===== src/rtl/hazard_if.sv =====
// Hazard-unit signal bundle: ID/EX state and operands in, pipeline enables and stats out.
interface hazard_if #(
    parameter int unsigned REG_AW = 3,
    parameter int unsigned CNT_W  = 16
);
    logic [REG_AW-1:0] id_rs;
    logic [REG_AW-1:0] id_rt;
    logic              id_rs_used;
    logic              id_rt_used;
    logic              idex_mem_read;
    logic              idex_reg_write;
    logic [REG_AW-1:0] idex_wr_addr;
    logic              idex_halt;
    logic              ex_branch_taken;
    logic              mem_busy;

    logic              pc_write_en;
    logic              ifid_write_en;
    logic              ifid_flush;
    logic              idex_flush;
    logic              pipe_freeze;
    logic              halted;
    logic [CNT_W-1:0]  stall_cnt;
    logic [CNT_W-1:0]  flush_cnt;

    // Pipeline side: supplies stage state, consumes the controls.
    modport master (
        output id_rs, id_rt, id_rs_used, id_rt_used, idex_mem_read, idex_reg_write,
               idex_wr_addr, idex_halt, ex_branch_taken, mem_busy,
        input  pc_write_en, ifid_write_en, ifid_flush, idex_flush, pipe_freeze, halted,
               stall_cnt, flush_cnt
    );

    // Hazard unit side.
    modport slave (
        input  id_rs, id_rt, id_rs_used, id_rt_used, idex_mem_read, idex_reg_write,
               idex_wr_addr, idex_halt, ex_branch_taken, mem_busy,
        output pc_write_en, ifid_write_en, ifid_flush, idex_flush, pipe_freeze, halted,
               stall_cnt, flush_cnt
    );
endinterface


===== src/rtl/hazard_unit.sv =====
// Pipeline hazard/stall controller: memory-wait freeze, halt drain, branch flush,
// load-use stall, plus saturating stall/flush statistics.
module hazard_unit #(
    parameter int unsigned REG_AW       = 3,
    parameter int unsigned DRAIN_CYCLES = 3,
    parameter int unsigned CNT_W        = 16
) (
    input logic    clk,
    input logic    rst,
    hazard_if.slave bus
);

    typedef enum logic [1:0] {StRun, StDrain, StHalted} stateT;

    localparam logic [2:0] DrainInit = 3'(DRAIN_CYCLES - 1);

    stateT            stateQ, stateD;
    logic [2:0]       drainQ, drainD;
    logic [CNT_W-1:0] stallQ, flushQ;

    logic loadUse;
    logic countStall;
    logic countFlush;
    logic pcWe, ifidWe, ifidFlush, idexFlush, freeze, haltedOut;

    // Load in ID/EX whose destination is read by the ID instruction (r0 included).
    assign loadUse = bus.idex_mem_read && bus.idex_reg_write &&
                     ((bus.id_rs_used && (bus.id_rs == bus.idex_wr_addr)) ||
                      (bus.id_rt_used && (bus.id_rt == bus.idex_wr_addr)));

    // Control outputs and next state; defaults are the squash-everything reset controls.
    always_comb begin
        pcWe       = 1'b0;
        ifidWe     = 1'b0;
        ifidFlush  = 1'b1;
        idexFlush  = 1'b1;
        freeze     = 1'b0;
        haltedOut  = 1'b0;
        countStall = 1'b0;
        countFlush = 1'b0;
        stateD     = stateQ;
        drainD     = drainQ;
        if (rst) begin
            unique case (stateQ)
                StRun: begin
                    if (bus.mem_busy) begin
                        // Freeze wins over everything; nothing else is looked at.
                        freeze     = 1'b1;
                        ifidFlush  = 1'b0;
                        idexFlush  = 1'b0;
                        countStall = 1'b1;
                    end else if (bus.idex_halt) begin
                        drainD = DrainInit;
                        stateD = (DRAIN_CYCLES == 1) ? StHalted : StDrain;
                    end else if (bus.ex_branch_taken) begin
                        // Squashed ID instruction makes any load-use moot.
                        pcWe       = 1'b1;
                        ifidWe     = 1'b1;
                        countFlush = 1'b1;
                    end else if (loadUse) begin
                        ifidFlush  = 1'b0;
                        countStall = 1'b1;
                    end else begin
                        pcWe      = 1'b1;
                        ifidWe    = 1'b1;
                        ifidFlush = 1'b0;
                        idexFlush = 1'b0;
                    end
                end
                StDrain: begin
                    if (bus.mem_busy) begin
                        freeze = 1'b1;
                    end else if (drainQ == 3'd0) begin
                        stateD = StHalted;
                    end else begin
                        drainD = drainQ - 3'd1;
                    end
                end
                StHalted: begin
                    haltedOut = 1'b1;
                end
                default: begin
                    stateD = StRun;
                end
            endcase
        end
    end

    // State, drain counter and saturating statistics.
    always_ff @(posedge clk or negedge rst) begin
        if (!rst) begin
            stateQ <= StRun;
            drainQ <= 3'd0;
            stallQ <= '0;
            flushQ <= '0;
        end else begin
            stateQ <= stateD;
            drainQ <= drainD;
            if (countStall && (stallQ != '1)) stallQ <= stallQ + CNT_W'(1);
            if (countFlush && (flushQ != '1)) flushQ <= flushQ + CNT_W'(1);
        end
    end

    assign bus.pc_write_en   = pcWe;
    assign bus.ifid_write_en = ifidWe;
    assign bus.ifid_flush    = ifidFlush;
    assign bus.idex_flush    = idexFlush;
    assign bus.pipe_freeze   = freeze;
    assign bus.halted        = haltedOut;
    assign bus.stall_cnt     = stallQ;
    assign bus.flush_cnt     = flushQ;

endmodule


===== src/flat_wrapper.sv =====
// flat-port wrapper written by rule: the top's interface ports become plain ports
module hazard_unit_flat 
#(
    parameter int unsigned REG_AW       = 3,
    parameter int unsigned DRAIN_CYCLES = 3,
    parameter int unsigned CNT_W        = 16
)
  (clk, rst, bus_id_rs, bus_id_rt, bus_id_rs_used, bus_id_rt_used, bus_idex_mem_read, bus_idex_reg_write, bus_idex_wr_addr, bus_idex_halt, bus_ex_branch_taken, bus_mem_busy, bus_pc_write_en, bus_ifid_write_en, bus_ifid_flush, bus_idex_flush, bus_pipe_freeze, bus_halted, bus_stall_cnt, bus_flush_cnt);
  hazard_if #(.REG_AW(REG_AW), .CNT_W(CNT_W)) bus_i ();
  input logic clk;
  input logic rst;
  input wire logic [$bits(bus_i.id_rs)-1:0] bus_id_rs;
  input wire logic [$bits(bus_i.id_rt)-1:0] bus_id_rt;
  input wire logic [$bits(bus_i.id_rs_used)-1:0] bus_id_rs_used;
  input wire logic [$bits(bus_i.id_rt_used)-1:0] bus_id_rt_used;
  input wire logic [$bits(bus_i.idex_mem_read)-1:0] bus_idex_mem_read;
  input wire logic [$bits(bus_i.idex_reg_write)-1:0] bus_idex_reg_write;
  input wire logic [$bits(bus_i.idex_wr_addr)-1:0] bus_idex_wr_addr;
  input wire logic [$bits(bus_i.idex_halt)-1:0] bus_idex_halt;
  input wire logic [$bits(bus_i.ex_branch_taken)-1:0] bus_ex_branch_taken;
  input wire logic [$bits(bus_i.mem_busy)-1:0] bus_mem_busy;
  output wire logic [$bits(bus_i.pc_write_en)-1:0] bus_pc_write_en;
  output wire logic [$bits(bus_i.ifid_write_en)-1:0] bus_ifid_write_en;
  output wire logic [$bits(bus_i.ifid_flush)-1:0] bus_ifid_flush;
  output wire logic [$bits(bus_i.idex_flush)-1:0] bus_idex_flush;
  output wire logic [$bits(bus_i.pipe_freeze)-1:0] bus_pipe_freeze;
  output wire logic [$bits(bus_i.halted)-1:0] bus_halted;
  output wire logic [$bits(bus_i.stall_cnt)-1:0] bus_stall_cnt;
  output wire logic [$bits(bus_i.flush_cnt)-1:0] bus_flush_cnt;
  assign bus_i.id_rs = bus_id_rs;
  assign bus_i.id_rt = bus_id_rt;
  assign bus_i.id_rs_used = bus_id_rs_used;
  assign bus_i.id_rt_used = bus_id_rt_used;
  assign bus_i.idex_mem_read = bus_idex_mem_read;
  assign bus_i.idex_reg_write = bus_idex_reg_write;
  assign bus_i.idex_wr_addr = bus_idex_wr_addr;
  assign bus_i.idex_halt = bus_idex_halt;
  assign bus_i.ex_branch_taken = bus_ex_branch_taken;
  assign bus_i.mem_busy = bus_mem_busy;
  assign bus_pc_write_en = bus_i.pc_write_en;
  assign bus_ifid_write_en = bus_i.ifid_write_en;
  assign bus_ifid_flush = bus_i.ifid_flush;
  assign bus_idex_flush = bus_i.idex_flush;
  assign bus_pipe_freeze = bus_i.pipe_freeze;
  assign bus_halted = bus_i.halted;
  assign bus_stall_cnt = bus_i.stall_cnt;
  assign bus_flush_cnt = bus_i.flush_cnt;
  hazard_unit #(.REG_AW(REG_AW), .DRAIN_CYCLES(DRAIN_CYCLES), .CNT_W(CNT_W)) u_core (.clk(clk), .rst(rst), .bus(bus_i));
endmodule

===== config.mk =====
export PLATFORM = sky130hd
export DESIGN_NAME = hazard_unit_flat
export DESIGN_NICKNAME = d
export VERILOG_FILES = /design/src/rtl/hazard_if.sv /design/src/rtl/hazard_unit.sv /design/src/flat_wrapper.sv
export SDC_FILE = /design/constraint.sdc
export NUM_CORES = 1
export LEC_CHECK = 0
export BUFFER_PORTS_ARGS = -buffer_cell sky130_fd_sc_hd__buf_2
export CORE_MARGIN = 5
export CORE_UTILIZATION = 30
export CTS_CLUSTER_DIAMETER = 50
export CTS_CLUSTER_SIZE = 14
export DETAILED_ROUTE_END_ITERATION = 6
export PLACE_DENSITY = 0.56
export SLEW_MARGIN = 20
export SYNTH_ARGS = -nofsm -noshare
export SYNTH_HDL_FRONTEND = slang
export SYNTH_SLANG_ARGS = --single-unit
export TNS_END_PERCENT = 100

===== constraint.sdc =====
create_clock -name clk -period 3.5 [get_ports clk]
set_clock_uncertainty 0.05 [all_clocks]
set_input_delay 0.35 -clock clk [delete_from_list [all_inputs] [get_ports clk]]
set_output_delay 0.35 -clock clk [all_outputs]
set_load 0.005 [all_outputs]

# == Yosys cells after proc, flatten, opt, wreduce, memory -nomap -nowiden ==
# Cells that the tools add are included.
# totals
output_inout_bits,38
elab_cells,73
inputBits,18
ff_bits,37
# op_classes
mux,41
reduce_logical,13
n_addsub,3
n_eq_ne,11
bitwise,1
# ops
operator,n
"adder 16 x 1 -> 16 bit, second input constant",2
"inequality test 16 bit, second input constant",2
two-way mux 1 bit,31
two-way mux 3 bit,4
AND reduction 6 bit,2
two-way mux 2 bit,4
"inequality test 2 bit, second input constant",4
== test 3 bit,2
logical AND 1 bit,6
case mux 2 bit (3 select lines),1
case mux 3 bit (2 select lines),1
zero test 3 bit,1
"subtractor 3 x 1 -> 3 bit, second input constant",1
"== test 2 x 1 -> 1 bit, second input constant",1
"== test 2 bit, second input constant",1
zero test 2 bit,1
"inequality test 2 x 1 -> 1 bit, second input constant",1
nonzero test 2 bit,1
OR reduction 2 bit,1
logical OR 1 bit,1
inverter 1 bit,1

# == Depth between registers and ports, before layout ==
# Gate-level depths: netlist (run 1).
# logic_depth
word_depth,11
ltp_mapped,7
mapped_depth_nobuf,7

# == Worst setup path before layout (run 1) ==
# No wires, ideal clock.
# synth_path
path_type,reg-to-reg
startpoint,reg u_core.stateQ[0]
endpoint,reg u_core.flushQ[9] (netlist: u_core.bus.flush_cnt[9])
setup_time_ns,0.124
slack_ns,1.838
arrival_ns,1.488
stages_incl_launch_ff,8
n_path_buf,2
period_less_slack_ns,1.662
required_time_ns,3.326
path_cell_list,dfrtp_1 buf_6 nor4b_4 nand3b_1 a21oi_2 buf_6 nand4_2 xnor2_1
# synth_via
elab_chain_cells,4
# synth_lines
item,line,text
start: declaration,hazard_unit.sv:17,"stateT stateQ, stateD;"
start signal: assignment,hazard_unit.sv:92,stateQ <= StRun;
start signal: assignment,hazard_unit.sv:97,stateQ <= stateD;
zero test 2 bit,hazard_unit.sv:44,unique case (stateQ)
two-way mux 1 bit,hazard_unit.sv:44,
two-way mux 1 bit,hazard_unit.sv:43,if (rst) begin
logical AND 1 bit,hazard_unit.sv:100,if (countFlush && (flushQ != '1)) flushQ <= flushQ + CNT_W'(1);
end signal: assignment,hazard_unit.sv:100,
end: declaration,hazard_unit.sv:19,"logic [CNT_W-1:0] stallQ, flushQ;"
# Every way passes these cells.
# A chain may end at the register's enable or synchronous reset.

# == Worst setup path after layout (run 1) ==
# layout_path
startpoint,reg u_core.stateQ[0]
endpoint,out bus_ifid_write_en
# layout_via
elab_chain_cells,3
# layout_lines
item,line,text
zero test 2 bit,hazard_unit.sv:44,
two-way mux 1 bit,hazard_unit.sv:44,
two-way mux 1 bit,hazard_unit.sv:43,
end: declaration,flat_wrapper.sv:23,output wire logic [$bits(bus_i.ifid_write_en)-1:0] bus_ifid_write_en;
# Every way passes these cells.

==> impl_metrics.env, run 1 <==
export IMPL_core_area_sq_um=6720
export IMPL_max_vdd_ir_drop_mv=0.193
export IMPL_max_stage_delay_ns=0.51
export IMPL_synth_area_per_cell_sq_um=10.4
export IMPL_vias_per_cell=4.84
export IMPL_path_max_fanout=9
export IMPL_tritoncts="done"
export IMPL_rsz0062_at_grt="no"
export IMPL_hold_viol=0
export IMPL_drc=0
export IMPL_cts_hold_buf=0
export IMPL_finalCriticalPeriod_ns=2.17
export IMPL_grt_usage=0.110
export IMPL_die_width_um=92.5
export IMPL_layout_common_cells="buf_2 (55), dfrtp_1 (37), xnor2_1 (31), nor2_1 (19)"
export IMPL_fmax_mhz=461
export IMPL_pin_count=56
export IMPL_yosysSeqAreaShare=0.453
export IMPL_layout_commonest_cell="buf_2"
export IMPL_dp_slack_ns=1.40
export IMPL_hold_class="in -> async"
export IMPL_start_kind="flip-flop"
export IMPL_portBuffers=55
export IMPL_drt_initial_drc_count=39
export IMPL_crit_arrival_ns=1.77
export IMPL_wl_per_cell_um=13.7
export IMPL_routed_wl_um=4580
export IMPL_synth_cell_types=39
export IMPL_holdWs_ns=0.118
export IMPL_place_area_sq_um=2380
export IMPL_htree_num_levels=2
export IMPL_drive_above_1_share=0.298
export IMPL_dp_hpwl_um=3430
export IMPL_postLayoutCellArea_sq_um=2480
export IMPL_cp_end_kind="primary output"
export IMPL_cts_root_buf="clkbuf_8"
export IMPL_p_leak_nw=1.16
export IMPL_synth_nets=218
export IMPL_grt_max_degree=43
export IMPL_yosys_warnings=0
export IMPL_slew_viol_final=0
export IMPL_initial_core_util=0.304
export IMPL_cts_repair_resized=0
export IMPL_final_setup_viol_count=0
export IMPL_critical_path_required_ns=3.10
export IMPL_antenna_found_initial=0
export IMPL_ys_seq_elements=37
export IMPL_syn_inst=196
export IMPL_ant_nets=0
export IMPL_multi_input_area_sq_um=1060
export IMPL_cts_buffers=5
export IMPL_slowest_stage="dfrtp_1"
export IMPL_maxSlewHeadroom=0.564
export IMPL_post_cts_buffers=0
export IMPL_critPathBufInv=1
export IMPL_clkTransAtPathRegs_ns=0.08
export IMPL_die_area_sq_um=8560
export IMPL_cts_buffer_depth=2
export IMPL_fin_setup_tns_ns=0
export IMPL_path_class="reg -> out"
export IMPL_cts_sinks=37
export IMPL_drt_pre_antenna_iters=4
export IMPL_gp_congestion=0.793
export IMPL_path_delay_family="simple AND/OR/NAND/NOR gates"
export IMPL_worstPathCellList="nor4b_4, nor2b_1, o21a_1, buf_2"
export IMPL_vias=1622
export IMPL_clock_latency_ns=0.29
export IMPL_syn_area_sq_um=2040
export IMPL_grt_pass1_vias=1592
export IMPL_status="finished, final reports clean"
export IMPL_maxCapViolations=0
export IMPL_grt_pass1_wl_um=7580
export IMPL_die_y_um=92.5
export IMPL_rows=30
export IMPL_diodes=0
export IMPL_powerDensity_nw_per_um2=472
export IMPL_final_period_utilization=0.620
export IMPL_area_growth_synth_to_final_pct=21.6
export IMPL_fillers=678
export IMPL_register_area_sq_um=926
export IMPL_gr_total_overflow=0
export IMPL_nNetsFinal=276
export IMPL_worstMarginPinSlew_ns=0.654
export IMPL_layout_setup_ws_ns=1.33
-- logic make-up (layout without fill, tap and decap cells) --
logic type | count (synthesis) | count (layout) | share of synthesized area
AO/OA/AOI/OAI | 14 | 14 | 0.0692
XOR/XNOR | 36 | 36 | 0.154
adder cells (fa/ha/maj) | 4 | 4 | 0.0245
buffers and inverters | 9 | 68 | 0.0282
flip-flops | 37 | 37 | 0.453
multiplexers | 4 | 4 | 0.0214
AND/OR/NAND/NOR | 92 | 92 | 0.249
-- state kept, by name, summed over array words and instances (netlist names) --
name,cells
u_core.stateQ,2
u_core.bus.stall_cnt,16
u_core.drainQ,3
u_core.bus.flush_cnt,16
-- layer usage --
layer / share of wire / routed length, um / track usage
met5: 0 / 0 / 0
met4: 0.015 / 67 / 0.0396
met3: 0.068 / 311 / 0.0325
met2: 0.44 / 2030 / 0.169
met1: 0.47 / 2170 / 0.145
-- power by group --
group | leakage [nW] | internal (mW) | switching, mW | total, mW
registers | 0.500 | 0.484 | 0.0716 | 0.556
clock network | 0.0542 | 0.178 | 0.152 | 0.330
logic | 0.610 | 0.136 | 0.150 | 0.286
total | 1.16 | 0.798 | 0.374 | 1.17
-- through the flow --
stage	util	cells	total power, mW
after floorplan	-	196	0.765
after global placement	0.355	327	0.848
after detailed placement	0.355	327	0.855
after CTS	0.370	335	1.19
after global routing	0.370	335	1.25
final	0.370	335	1.17
-- layout make-up --
type / count / share of cell area
Clock buffer: 7 / 0.0388
Timing Repair Buffer: 56 / 0.114
Inverter: 4 / 0.00605
Sequential cell: 37 / 0.373
Clock inverter: 1 / 0.00202
Multi-Input combinational cell: 150 / 0.426
Tap cell: 80 / 0.0403
-- Yosys cell counts (all sizes together) --
master | count | share of area
a2111oi | 1 | 0.013
nand4 | 18 | 0.061
and3 | 7 | 0.021
nand3 | 16 | 0.039
a41oi | 1 | 0.0043
nand4b | 1 | 0.0043
nand3b | 3 | 0.011
a21o | 1 | 0.0037
nor4b | 1 | 0.012
xnor2 | 31 | 0.13
dfrtp | 37 | 0.45
inv | 4 | 0.0074
nor2 | 19 | 0.035
mux2 | 3 | 0.017
ha | 4 | 0.025
and2 | 1 | 0.0031
o2111ai | 1 | 0.0043
o21bai | 1 | 0.0037
mux2i | 1 | 0.0049
nor2b | 5 | 0.015
nor3 | 3 | 0.0074
and4 | 1 | 0.0043
nand2b | 2 | 0.0061
o21ai | 1 | 0.0024
o211ai | 2 | 0.0098
a21bo | 1 | 0.0049
o21a | 1 | 0.0037
buf | 5 | 0.021
a22o | 1 | 0.0043
nand2 | 15 | 0.029
xor2 | 5 | 0.021
a21oi | 3 | 0.015
-- final timing paths --
path,from,to,slack [ns],cells past startpoint
max in group asynchronous,rst,u_core.bus.flush_cnt[4],2.93,2
setup / recovery,u_core.stateQ[0],bus_ifid_write_en,1.33,4
hold / removal,rst,u_core.bus.stall_cnt[8],0.12,2
setup reg to reg,u_core.stateQ[0],u_core.bus.flush_cnt[1],1.37,4
min in group clk,bus_idex_halt,u_core.drainQ[2],0.27,2
hold reg to reg,u_core.bus.stall_cnt[7],u_core.bus.stall_cnt[7],0.45,1
No activity file was read; power rests on OpenSTA's default activity.
==> run 2, diff against run 1 <==
--- a/config.mk
+++ b/config.mk
@@ -11,7 +11,7 @@
 export CTS_CLUSTER_DIAMETER = 50
 export CTS_CLUSTER_SIZE = 14
 export DETAILED_ROUTE_END_ITERATION = 6
-export PLACE_DENSITY = 0.56
+export PLACE_DENSITY = 0.57
 export SLEW_MARGIN = 20
 export SYNTH_ARGS = -nofsm -noshare
 export SYNTH_HDL_FRONTEND = slang
==> constraint.sdc (replaced) <==
create_clock -name clk -period 1.8 [get_ports clk]
set_clock_uncertainty 0.05 [all_clocks]
set_input_delay 0.18 -clock clk [delete_from_list [all_inputs] [get_ports clk]]
set_output_delay 0.18 -clock clk [all_outputs]
set_load 0.005 [all_outputs]
==> impl_metrics.env, run 2 (same netlist as run 1, synthesis figures left out) <==
export IMPL_status="finished, violations left"
export IMPL_violations="setup timing"
export IMPL_max_vdd_ir_drop_mv=0.457
export IMPL_cts_buffer_depth=2
export IMPL_holdWs_ns=0.117
export IMPL_nNetsFinal=299
export IMPL_die_area_sq_um=8560
export IMPL_path_max_fanout=4
export IMPL_layout_commonest_cell="buf_2"
export IMPL_final_core_utilization=0.407
export IMPL_rrSetupSlack_ns=0.08
export IMPL_start_kind="flip-flop"
export IMPL_grt_usage=0.116
export IMPL_p_total_mw=2.55
export IMPL_cp_startpoint="u_core.stateQ[1]"
export IMPL_wl_per_cell_um=13.4
export IMPL_clkTransAtPathRegs_ns=0.08
export IMPL_grt_max_degree=27
export IMPL_maxSlewHeadroom=0.488
export IMPL_r2r_start="u_core.stateQ[1]"
export IMPL_ant_nets=0
export IMPL_final_period_utilization=1.00
export IMPL_r2r_cells=5
export IMPL_hold_class="in -> reg"
export IMPL_htree_num_levels=2
export IMPL_hold_viol=0
export IMPL_rows=30
export IMPL_die_width_um=92.5
export IMPL_worstPathCellList="nor4b_4, nor2b_4, o21a_1, buf_2"
export IMPL_path_class="reg -> out"
export IMPL_clock_latency_ns=0.29
export IMPL_vias=1700
export IMPL_core_area_sq_um=6720
export IMPL_final_setup_viol_count=2
export IMPL_place_area_sq_um=2530
export IMPL_maxCapViolations=0
export IMPL_worstMarginPinSlew_ns=0.766
export IMPL_routed_wl_um=4810
export IMPL_dp_hpwl_um=3580
export IMPL_slowest_stage="dfrtp_1"
export IMPL_die_y_um=92.5
export IMPL_critical_path_required_ns=1.57
export IMPL_diodes=0
export IMPL_cts_sinks=37
export IMPL_drt_initial_drc_count=33
export IMPL_cts_buffers=5
export IMPL_postLayoutCellArea_sq_um=2740
export IMPL_gr_total_overflow=0
export IMPL_drc=0
export IMPL_finalCriticalPeriod_ns=1.80
export IMPL_fmax_mhz=555
export IMPL_fillers=651
export IMPL_max_stage_delay_ns=0.43
export IMPL_slew_viol_final=0
export IMPL_vias_per_cell=4.75
export IMPL_gp_congestion=0.794
export IMPL_initial_core_util=0.304
export IMPL_rsz0062_at_grt="yes"
export IMPL_grt_pass1_vias=1689
export IMPL_tritoncts="done"
export IMPL_portBuffers=55
export IMPL_drive_above_1_share=0.363
export IMPL_powerDensity_nw_per_um2=933
export IMPL_area_growth_synth_to_final_pct=34.1
export IMPL_drt_pre_antenna_iters=4
export IMPL_layout_setup_ws_ns=-0.00169
export IMPL_pin_count=56
export IMPL_grt_pass1_wl_um=8000
export IMPL_cts_root_buf="clkbuf_8"
export IMPL_hold_depth=2
export IMPL_antenna_found_initial=0
export IMPL_layout_common_cells="buf_2 (55), dfrtp_1 (37), xnor2_1 (31), buf_4 (19)"
export IMPL_p_leak_nw=1.30
export IMPL_crit_arrival_ns=1.57
export IMPL_hold_path_startpoint="bus_idex_halt"
export IMPL_cp_end_kind="primary output"
==> run 2: cell types whose count changed in the layout (fill, tap and decap cells not counted), sizes merged <==
cell / previous run / this run
bufinv: 0 / 1
buf: 56 / 77
dlygate4sd3: 0 / 2
clkinv: 1 / 0
==> run 2: cell type report <==
class	count	area [sq um]	area share
multi-input cells	150	1080	0.395
flip-flops and latches	37	926	0.338
repair buffers	79	498	0.182
well taps	80	100	0.0366
clock buffers	7	86.3	0.0315
clock inverters	1	30.0	0.0110
inverters	4	15.0	0.00548
==> run 2: final timing paths <==
| check | endpoint |
|---|---|
| max | bus_ifid_write_en |
| min | u_core.drainQ[2] |
| max reg2reg | u_core.bus.flush_cnt[1] |
| min reg2reg | u_core.bus.flush_cnt[10] |
| max in group asynchronous | u_core.bus.stall_cnt[2] |
| min in group asynchronous | u_core.drainQ[2] |
==> run 2: metal layers <==
layer	routed length [um]	track usage	vias up	part of all wire
met2	2190	0.179	41	0.46
met3	286	0.0341	4	0.060
met4	58	0.0371	0	0.012
met1	2270	0.156	807	0.47
met5	0	0	-	0
li1	-	-	848	-
==> run 2: where the power goes <==
part | internal (mW) | switching [mW]
Clock | 0.452 | 0.303
Sequential | 0.942 | 0.0932
Combinational | 0.385 | 0.379
Total | 1.78 | 0.775
==> run 2: what timing repair did <==
item | in CTS | in global routing
hold buffers | 2 | 0
endpoints found under the setup margin | 2 | 14
gates resized for setup | 2 | 8
buffers inserted | 1 | 3
pin swaps | 1 | 2
hold endpoints to repair | 37 | 0
==> run 2: stage by stage <==
step | TNS [ns] | cells | worst slack (ns)
3_3_place_gp | 0 | 344 | 0.0805
5_1_grt | -0.125 | 358 | -0.0548
6_report | -0.00232 | 358 | -0.00169
3_5_place_dp | 0 | 344 | 0.0646
4_1_cts | 0 | 355 | 0.00573
2_1_floorplan | 0 | 196 | 0.138
==> run 2: critical path: cells and delay by family (launching register included) <==
family	cells	cell delay [ns]
buf+inv	1	0.13
simple gates	2	0.55
compound gates	1	0.17
flops	1	0.43
==> run 3, diff against run 2 <==
--- a/config.mk
+++ b/config.mk
@@ -11,7 +11,7 @@
 export CTS_CLUSTER_DIAMETER = 50
 export CTS_CLUSTER_SIZE = 14
 export DETAILED_ROUTE_END_ITERATION = 6
-export PLACE_DENSITY = 0.57
+export PLACE_DENSITY = 0.56
 export SLEW_MARGIN = 20
 export SYNTH_ARGS = -nofsm -noshare
 export SYNTH_HDL_FRONTEND = slang
==> constraint.sdc (replaced) <==
create_clock -name clk -period 2.05 [get_ports clk]
set_clock_uncertainty 0.05 [all_clocks]
set_input_delay 0.205 -clock clk [delete_from_list [all_inputs] [get_ports clk]]
set_output_delay 0.205 -clock clk [all_outputs]
set_load 0.005 [all_outputs]
==> impl_metrics.env, run 3 (same netlist as run 1, synthesis figures left out) <==
export IMPL_grt_max_degree=27
export IMPL_dp_hpwl_um=3630
export IMPL_r2r_cells=5
export IMPL_htree_num_levels=2
export IMPL_clock_latency_ns=0.29
export IMPL_routed_wl_um=4670
export IMPL_post_cts_buffers=0
export IMPL_ant_nets=0
export IMPL_hold_depth=2
export IMPL_r2r_start="u_core.bus.flush_cnt[8]"
export IMPL_p_leak_nw=1.18
export IMPL_wl_per_cell_um=13.7
export IMPL_die_y_um=92.5
export IMPL_layout_commonest_cell="buf_2"
export IMPL_path_max_fanout=4
export IMPL_pin_count=56
export IMPL_hold_class="in -> reg"
export IMPL_fmax_mhz=518
export IMPL_rows=30
export IMPL_layout_common_cells="buf_2 (55), dfrtp_1 (36), xnor2_1 (31), nor2_1 (19)"
export IMPL_drc=0
export IMPL_grt_pass1_wl_um=7980
export IMPL_tritoncts="done"
export IMPL_status="finished, final reports clean"
export IMPL_final_period_utilization=0.941
export IMPL_worstMarginPinSlew_ns=0.535
export IMPL_cts_sinks=37
export IMPL_vias=1641
export IMPL_cp_startpoint="rst"
export IMPL_timing_rr_end="u_core.bus.flush_cnt[1]"
export IMPL_clkTransAtPathRegs_ns=0.07
export IMPL_drt_pre_antenna_iters=4
export IMPL_cts_buffer_depth=2
export IMPL_fillers=701
export IMPL_maxSlewHeadroom=0.642
export IMPL_area_growth_synth_to_final_pct=23.2
export IMPL_grt_usage=0.116
export IMPL_portBuffers=55
export IMPL_powerDensity_nw_per_um2=779
export IMPL_crit_arrival_ns=1.67
export IMPL_fin_setup_tns_ns=0
export IMPL_final_core_utilization=0.374
export IMPL_drt_initial_drc_count=37
export IMPL_start_kind="input pin"
export IMPL_die_width_um=92.5
export IMPL_path_class="in -> out"
export IMPL_hold_viol=0
export IMPL_max_vdd_ir_drop_mv=0.294
export IMPL_gp_congestion=0.778
export IMPL_drive_above_1_share=0.314
export IMPL_final_setup_viol_count=0
export IMPL_antenna_found_initial=0
export IMPL_endpoint="bus_pc_write_en"
export IMPL_holdWs_ns=0.143
export IMPL_cts_root_buf="clkbuf_8"
export IMPL_maxCapViolations=0
export IMPL_die_area_sq_um=8560
export IMPL_finalCriticalPeriod_ns=1.93
export IMPL_cts_buffers=5
export IMPL_slew_viol_final=0
export IMPL_nNetsFinal=282
export IMPL_critical_path_required_ns=1.79
export IMPL_gr_total_overflow=0
export IMPL_cp_end_kind="primary output"
export IMPL_initial_core_util=0.304
export IMPL_diodes=0
export IMPL_rsz0062_at_grt="no"
export IMPL_core_area_sq_um=6720
export IMPL_rrSetupSlack_ns=0.25
export IMPL_grt_pass1_vias=1636
export IMPL_vias_per_cell=4.81
## run 3: timing repair
item                                   4_1_cts  5_1_grt
setup endpoints to repair                    0        2
hold buffers                                 1        0
endpoints found under the hold margin       37        0
resized for setup                            0        2
## run 3: routing by layer
layer / routed length, um / track usage / vias up
met5: 0 / 0 / -
met4: 85 / 0.0483 / 0
met3: 258 / 0.0301 / 6
met2: 2150 / 0.181 / 46
met1: 2180 / 0.151 / 773
li1: - / - / 816
## run 3: worst min-delay path by stage
stage             startpoint                 endpoint  slack, ns
6_report       bus_idex_halt         u_core.drainQ[2]       0.14
5_1_grt        bus_idex_halt         u_core.drainQ[2]       0.15
4_1_cts        bus_idex_halt         u_core.drainQ[2]       0.12
3_5_place_dp             rst         u_core.drainQ[0]       0.19
3_3_place_gp             rst         u_core.drainQ[0]       0.19
2_1_floorplan            rst  u_core.bus.flush_cnt[0]      -0.14
## run 3: per-stage QoR
stage          cells  setup slack, ns  total power [mW]  instance area, sq um
2_1_floorplan    196            0.388              1.31                  2040
3_3_place_gp     332            0.256              1.48                  2420
3_5_place_dp     332            0.218              1.49                  2420
4_1_cts          341           0.0873              1.99                  2510
5_1_grt          341           0.0184              2.10                  2520
6_report         341            0.120              1.96                  2520
## run 3: report_power, final
group	total, mW	leakage, nW	internal, mW	switching (mW)
clock network	0.489	0.0450	0.236	0.254
registers	0.932	0.498	0.829	0.103
logic	0.539	0.640	0.258	0.281
## run 3: area by class of cell
cell class	instances	area, sq um	share of cell area
clock buffer	6	72.6	0.0288
clock inverter	2	10.0	0.00398
inverter	4	15.0	0.00597
multi-input combinational	150	1060	0.422
sequential	37	927	0.368
tap	80	100	0.0398
timing repair buffer	62	330	0.131
## run 3: worst max-delay path, stage by stage
cell and delay, ns:
dlygate4sd3_1 0.52, buf_2 0.15, nor4b_4 0.27, nor2b_2 0.23, o21a_1 0.18, buf_2 0.12
